`config.mk`:
```
export PLATFORM = sky130hd
export DESIGN_NAME = exc_unit
export DESIGN_NICKNAME = d
export VERILOG_FILES = /design/src/rtl/exc_unit.sv
export SDC_FILE = /design/constraint.sdc
export NUM_CORES = 1
export LEC_CHECK = 0
export BUFFER_PORTS_ARGS = -buffer_cell sky130_fd_sc_hd__buf_2
export CELL_PAD_IN_SITES_DETAIL_PLACEMENT = 1
export CELL_PAD_IN_SITES_GLOBAL_PLACEMENT = 2
export CORE_MARGIN = 5
export CORE_UTILIZATION = 31
export DETAILED_ROUTE_END_ITERATION = 12
export PLACE_DENSITY_LB_ADDON = 0.1
export SLEW_MARGIN = 20
export SYNTH_ARGS = -nofsm -noshare
export SYNTH_HDL_FRONTEND = slang
export SYNTH_SLANG_ARGS = --single-unit
```
`constraint.sdc`:
```
create_clock -name clk -period 9 [get_ports clk]
set_input_delay 2.25 -clock clk [delete_from_list [all_inputs] [get_ports clk]]
set_output_delay 2.25 -clock clk [all_outputs]
set_load 0.01 [all_outputs]
```
`src/rtl/exc_unit.sv`:
```
// exc_unit: MEM-stage precise exception and CP0 unit (Status, Cause, EPC, BadVAddr).
// Optional Count/Compare timer interrupt on IP[15] is built when TIMER_INT_EN is defined.

module exc_unit #(
   parameter int          HW_INT  = 5,
   parameter logic [31:0] EXC_VEC = 32'hBFC0_0380
) (
   input  logic              clk,
   input  logic              reset,
   input  logic              valid_M,
   input  logic [31:0]       PC_M,
   input  logic              BD_M,
   input  logic [1:0]        S_SEL_M,
   input  logic [31:0]       SL_Addr,
   input  logic              DM_REN_M,
   input  logic              DM_WEN_M,
   input  logic              RI,
   input  logic              brk,
   input  logic              syscall,
   input  logic              eret,
   input  logic              Overable,
   input  logic              Over,
   input  logic [HW_INT-1:0] HWInt,
   input  logic              mtc0_we,
   input  logic [4:0]        cp0_addr,
   input  logic [31:0]       cp0_wdata,
   output logic [31:0]       cp0_rdata,
   output logic              Exc,
   output logic [4:0]        ExcCode,
   output logic              flush,
   output logic [31:0]       redirect_pc
);

   typedef enum logic [4:0] {
      EXC_INT  = 5'h00,
      EXC_ADEL = 5'h04,
      EXC_ADES = 5'h05,
      EXC_SYS  = 5'h08,
      EXC_BP   = 5'h09,
      EXC_RI   = 5'h0a,
      EXC_OV   = 5'h0c
   } exc_code_e;

   localparam logic [4:0] REG_BADVADDR = 5'd8;
   localparam logic [4:0] REG_COUNT    = 5'd9;
   localparam logic [4:0] REG_COMPARE  = 5'd11;
   localparam logic [4:0] REG_STATUS   = 5'd12;
   localparam logic [4:0] REG_CAUSE    = 5'd13;
   localparam logic [4:0] REG_EPC      = 5'd14;

   logic [5:0]        r_im;
   logic              r_exl;
   logic              r_ie;
   logic              r_bd;
   logic [4:0]        r_exccode;
   logic [31:0]       r_epc;
   logic [31:0]       r_badvaddr;
   logic [HW_INT-1:0] r_ip_hw;

   logic [4:0]        w_hw_pad;
   logic [5:0]        w_ip;
   logic              w_ti;
   logic [31:0]       w_count;
   logic [31:0]       w_compare;
   logic              w_misalign;
   logic              w_int_req;
   logic              w_exc;
   logic              w_badv_pc;
   logic              w_badv_sl;
   logic              w_eret_taken;
   logic              w_wr;
   exc_code_e         w_code;

   always_comb begin
      w_hw_pad                = '0;
      w_hw_pad[HW_INT-1:0]    = r_ip_hw;
   end

   assign w_ip = {w_ti, w_hw_pad};

`ifdef TIMER_INT_EN
   logic [31:0] r_count;
   logic [31:0] r_compare;
   logic        r_ti;
   logic [31:0] w_count_nxt;
   logic [31:0] w_compare_nxt;
   logic        w_wr_compare;

   assign w_wr_compare  = w_wr && (cp0_addr == REG_COMPARE);
   assign w_count_nxt   = (w_wr && (cp0_addr == REG_COUNT)) ? cp0_wdata : r_count + 32'd1;
   assign w_compare_nxt = w_wr_compare ? cp0_wdata : r_compare;

   // TI is set from the post-update Count/Compare pair, so a Compare write only
   // clears it when the new values do not already match.
   always_ff @(posedge clk or posedge reset) begin
      if (reset) begin
         r_count   <= '0;
         r_compare <= '0;
         r_ti      <= 1'b0;
      end else begin
         r_count   <= w_count_nxt;
         r_compare <= w_compare_nxt;
         if (w_count_nxt == w_compare_nxt)
            r_ti <= 1'b1;
         else if (w_wr_compare)
            r_ti <= 1'b0;
      end
   end

   assign w_count   = r_count;
   assign w_compare = r_compare;
   assign w_ti      = r_ti;
`else
   assign w_count   = '0;
   assign w_compare = '0;
   assign w_ti      = 1'b0;
`endif

   assign w_misalign = ((S_SEL_M == 2'b00) && (SL_Addr[1:0] != 2'b00)) ||
                       ((S_SEL_M == 2'b01) && SL_Addr[0]);
   assign w_int_req  = valid_M && r_ie && !r_exl && ((w_ip & r_im) != 6'd0);

   // NOTE: every always_comb output gets a default first so no path infers a latch.
   always_comb begin
      w_exc     = 1'b0;
      w_code    = EXC_INT;
      w_badv_pc = 1'b0;
      w_badv_sl = 1'b0;
      if (valid_M && !reset) begin
         if (w_int_req) begin
            w_exc  = 1'b1;
            w_code = EXC_INT;
         end else if (PC_M[1:0] != 2'b00) begin
            w_exc     = 1'b1;
            w_code    = EXC_ADEL;
            w_badv_pc = 1'b1;
         end else if (RI) begin
            w_exc  = 1'b1;
            w_code = EXC_RI;
         end else if (Overable && Over) begin
            w_exc  = 1'b1;
            w_code = EXC_OV;
         end else if (syscall) begin
            w_exc  = 1'b1;
            w_code = EXC_SYS;
         end else if (brk) begin
            w_exc  = 1'b1;
            w_code = EXC_BP;
         end else if (DM_REN_M && w_misalign) begin
            w_exc     = 1'b1;
            w_code    = EXC_ADEL;
            w_badv_sl = 1'b1;
         end else if (DM_WEN_M && w_misalign) begin
            w_exc     = 1'b1;
            w_code    = EXC_ADES;
            w_badv_sl = 1'b1;
         end
      end
   end

   assign w_eret_taken = valid_M && eret && !w_exc && !reset;
   assign w_wr         = mtc0_we && !w_exc;

   assign Exc         = w_exc;
   assign ExcCode     = w_code;
   assign flush       = w_exc || w_eret_taken;
   assign redirect_pc = w_exc ? EXC_VEC : (w_eret_taken ? r_epc : 32'd0);

   // NOTE: sequential state uses non-blocking assignments so every register sees
   // the pre-edge values of its peers.
   always_ff @(posedge clk or posedge reset) begin
      if (reset) begin
         r_im       <= '0;
         r_exl      <= 1'b0;
         r_ie       <= 1'b0;
         r_bd       <= 1'b0;
         r_exccode  <= '0;
         r_epc      <= '0;
         r_badvaddr <= '0;
         r_ip_hw    <= '0;
      end else begin
         r_ip_hw <= HWInt;
         if (w_exc) begin
            r_exl     <= 1'b1;
            r_exccode <= w_code;
            if (!r_exl) begin
               r_bd  <= BD_M;
               r_epc <= BD_M ? PC_M - 32'd4 : PC_M;
            end
            if (w_badv_pc)
               r_badvaddr <= PC_M;
            else if (w_badv_sl)
               r_badvaddr <= SL_Addr;
         end else begin
            if (w_wr && (cp0_addr == REG_STATUS)) begin
               r_im  <= cp0_wdata[15:10];
               r_exl <= cp0_wdata[1];
               r_ie  <= cp0_wdata[0];
            end
            if (w_wr && (cp0_addr == REG_EPC))
               r_epc <= cp0_wdata;
            if (w_eret_taken)
               r_exl <= 1'b0;
         end
      end
   end

   always_comb begin
      cp0_rdata = '0;
      case (cp0_addr)
         REG_BADVADDR: cp0_rdata = r_badvaddr;
         REG_COUNT:    cp0_rdata = w_count;
         REG_COMPARE:  cp0_rdata = w_compare;
         REG_STATUS:   cp0_rdata = {16'h0, r_im, 8'h0, r_exl, r_ie};
         REG_CAUSE:    cp0_rdata = {r_bd, w_ti, 14'h0, w_ip, 3'b000, r_exccode, 2'b00};
         REG_EPC:      cp0_rdata = r_epc;
         default:      cp0_rdata = '0;
      endcase
   end

endmodule
```
### Word level (Yosys, flattened, before mapping)

Cells that the tools add are included.

| cells by class | value |
|---|---|
| add/subtract/negate cells | 1 |
| eq/ne operators | 6 |
| multiplexer cells | 40 |
| bitwise logic cells | 3 |
| reduce and logical (&&, ||, !) cells | 31 |

Operators by type and width:

| kind | number |
|---|---|
| $mux W32 | 8 |
| $pmux W32 S4 | 1 |
| $sub A32 B3 Y32 const B | 1 |
| $mux W4 | 7 |
| $mux W1 | 22 |
| $eq A5 B4 Y1 const B | 4 |
| $logic_and A1 B1 Y1 | 15 |
| $reduce_and A2 Y1 | 4 |
| $reduce_bool A2 Y1 | 4 |
| $and A5 B6 Y6 | 1 |
| $mux W3 | 2 |
| $reduce_bool A6 Y1 | 1 |
| $logic_not A1 Y1 | 3 |
| $reduce_bool A3 Y1 | 1 |
| $eq A2 B1 Y1 const B | 1 |
| $logic_not A2 Y1 | 1 |
| $logic_or A1 B1 Y1 | 2 |
| $ne A2 B2 Y1 const B | 1 |
| $not A1 Y1 | 2 |

| word-level totals | value |
|---|---|
| bits in registers | 83 |
| input bits | 121 |
| output and inout port bits | 71 |
| word-level logic and storage cells | 89 |

### Depth between registers and ports, before layout

| depth | value |
|---|---|
| word-level depth | 19 |
| gate-level depth with buffers | 9 |
| mapped depth without buffers | 8 |

### Worst setup path after synthesis

OpenSTA, ideal clock, no wires.

| path | value |
|---|---|
| kind | in2out |
| from | in reset |
| to | out ExcCode[0] |
| data arrival time | 5.264 ns |
| slack | 1.486 ns |
| stages on the path | 5 |
| path buffers | 0 |
| cells stage by stage | inv_1 > nand2_1 > nor2_2 > nand2_1 > a211oi_1 |

| on the way | value |
|---|---|
| word-level cells in the longest chain between the ends | 3 |

Ends and longest elaborated chain:

| element | line | text |
|---|---|---|
| start: declaration | 9 | `input logic reset,` |
| $logic_not A1 Y1 (no line) | n/a |  |
| $logic_and A1 B1 Y1 | 129 | `if (valid_M && !reset) begin` |
| $mux W4 | 129 |  |
| end: declaration | 29 | `output logic [4:0] ExcCode,` |

Every way passes these cells.

### Worst setup path after layout

| path | value |
|---|---|
| from | in reset |
| to | out Exc |

| on the way | value |
|---|---|
| word-level cells in the longest chain between the ends | 3 |

Ends and longest elaborated chain:

| element | line | text |
|---|---|---|
| $logic_not A1 Y1 (no line) | n/a |  |
| $logic_and A1 B1 Y1 | 129 |  |
| $mux W1 | 129 |  |
| end: declaration | 28 | `output logic Exc,` |

Every way passes these cells.

==> impl_results.md <==
* Chip Width at 138 um
* Max cap viols at 0
* Worst Skew at ~8.1 ps
* Clk slew on worst S/H paths at 60 ps
* Synth warn at 0
* Hold_buf cts at 0
* Worst Hold Class: reg2reg
* DRC at 0
* Largest family of logic cells by synthesized area: compound AO/OA/AOI/OAI gates
* Post-route ant nets at 0
* Placer Congestion at between 0.8 and 0.9
* Final hold violation count at 0
* CTS resizes at 0
* Yosys reg bits at between 80 and 90
* Startpoint types: input port
* Clk buf depth at 2
* Setup CP Type: in2out
* Vias after detailed routing at roughly 5000
* Final min period at around 7200 ps
* Grt total ovfl at 0
* # IOs at 192
* F_max at between 100 and 150 MHz
* Vias in the first global route at around 5500
* Port bufs at 190
* Crit-path max cell delay at between 700 and 800 ps
* FILL cells at ~2000
* Detailed Route WL at 20200 um
* Final setup viols at 0
* Vias/cell at around 5.3
* HPWL Detailed at around 15000 um
* Diode count at 0
* Synth Area in Adders at less than 1%
* Asr flop ratio synth at 100%
* Clock power frac at 33.3%
* Reg area at ~2100 um^2
* Crit share post-route at between 80 and 90%
* Multi-input gate area at 2850 um^2
* Total power at approximately 0.0011 W
* Mux contribution to synthesized area at slightly above 10%
* Die Height at approximately 140 um
* Routed wire length per instance at between 20 and 25 um
* Gr usage total at 20.9%
* Simple-Gate Fraction of Synth Area at 19.8%
* Slew HR at 35.3%
* Final Max Tran Viols at 0
* PwrDens at between 150 and 200 nW/um^2
* Area grow syn2layout at 28.7%
* Commonest non-fill, non-tap cell in the layout: buf_2
* Status: finished, final reports clean
* Largest net degree at the start of global routing at between 50 and 60
* Top-area cell type share of the netlist area at just over 40%
* First-pass GRT wire length at 31500 um
* Switch share at a little under a third
* RSZ-0062 raised after global routing: no
* Clk sinks at 82
* FP Rows at between 40 and 50
* H-tree depth at 3
* Synth Area in Compound Gates at 20.5%
* Starting Density at a little under a third
* Worst-path maximum fanout at 31
* Net switching power at 0.000349 W
* Flop pwr share at 47.4%
* 1st-pass router iterations at 5
* Layout net count at ~860
* DR iter-0 viols at 245
* WP data arrival at approximately 5000 ps
* Top FF cell, synth: dfrtp_1
* TritonCTS Buffers at 9
* Critical Path End Type: output pin
* Worst reg2reg setup slack at ~5500 ps
* Post-Synthesis Cells at about 560
* Xor and xnor area share after synthesis at ~4.7%
* Setup TNS at 0 ps
* Worst Path Required at between 6000 and 7000 ps
* Share of cells above drive strength 1 at about a third
* Top cells by area, synth: dfrtp_1 (40%), mux2i_1 (7.9%), nand2_1 (6.9%), o21ai_0 (4.5%), a22o_1 (3.3%)
* Post-synthesis sequential area ratio at 40.4%
* Number of flops mapped to enable cells by yosys at 0
* CP cell instances: buf_2, clkinv_2, nand2_1, a21oi_1, nor2_2, inv_2, buf_2
* Worst slew pin tran at 970 ps
* Root Buffer Master: clkbuf_16
* TritonCTS clock tree: yes
* Net Count, Synth at slightly below 700
* Slowest-stage cell, CP: nor2_2
* Syn Area/Cell at 9.15 um^2
* Skew-Pair Late Insertion Delay at approximately 350 ps
* Leak at between 3 and 4 nW
* Die Footprint at 19100 um^2
* Comb pwr share at around 19%
* Cell-internal power at approximately 0.00075 W
* Placeable Area at 16000 um^2
* Yosys cell types at 62
* Leading area contributor after synthesis: dfrtp_1
* Worst path most repeated cell: buf_2
* Most frequent cells in the layout: buf_2 (190), nand2_1 (93), dfrtp_1 (82)
* Initial antenna violation count at 0
* Post-Syn Area at approximately 5000 um^2
* Setup bufs post-CTS at 0
* Worst VDD drop at ~0.09 mV
[cell usage after synthesis, types with 13 or more instances]
cell type  number
clkbuf_1       15
buf_2          13
a22oi_1        22
and2_1         23
mux2i_1        40
nor2_1         25
o21ai_0        46
a22o_1         19
xnor2_1        19
nand2_1        93
inv_1          15
dfrtp_1        82
[cell type report]
class / instances / area share (%)
clock inverter: 6 / 0.784
sequential: 82 / 31.4
clock buffer: 10 / 3.65
timing repair buffer: 199 / 15.6
inverter: 16 / 0.937
multi-input combinational: 426 / 43.5
tap: 216 / 4.13
[power by group through the flow]
stage / Combinational [W] / Clock [W] / Sequential [W]
6_report: 0.000212 / 0.000365 / 0.000519
5_1_grt: 0.000239 / 0.000388 / 0.000529
4_1_cts: 0.000215 / 0.000375 / 0.000518
3_5_place_dp: 0.000215 / 0 / 0.000524
3_3_place_gp: 0.000207 / 0 / 0.000520
2_1_floorplan: 0.000134 / 0 / 0.000497
[sequential cells by signal, summed over array words and instances, names as in the netlist]
register,cells
r_exl,1
r_ie,1
r_epc,32
r_im,6
r_bd,1
r_ip_hw,5
r_badvaddr,32
r_exccode,4
[through the flow]
step                instance area, um^2  std cells  util [%]  setup WS, ps  hold slack (ps)
floorplan                          5080        556         -          1490              450
global placement                   6240        938      39.0          1770              463
detailed placement                 6240        938      39.0          1650              472
CTS                                6530        954      40.8          1640              484
global route                       6550        955      40.9          1450              492
finish                             6550        955      40.9          1800              483
[worst max-delay path: cells and delay by family]
family          cells  cell delay (ps)
compound gates      1              150
buf+inv             4             1340
simple gates        2             1180
[worst paths after layout]
kind | from | end | cells after the start
setup / recovery | reset | Exc | 7
min in group asynchronous | reset | r_exccode[1] | 2
hold / removal | r_exccode[2] | r_exccode[2] | 1
max in group asynchronous | reset | r_exl | 3
setup reg to reg | r_im[1] | r_im[3] | 7
hold reg to reg | r_exccode[2] | r_exccode[2] | 1
[per-layer routing]
metal  wire, um  vias up  global-route usage, %
li1           -     2363                      -
met1       9160     2494                   26.9
met2       9850      142                   36.2
met3        898       22                   3.90
met4        334        0                   5.67
met5          0        -                      0
[logic make-up (layout without fill, tap and decap cells)]
group           count (synthesis)  count (layout)
mux                            50              50
simple gates                  199             199
buf+inv                        48             231
flops                          82              82
fa+ha+maj                       1               1
xor+xnor                       27              27
compound gates                148             148
other cells                     1               1
Power figures use the tool's default switching activity.
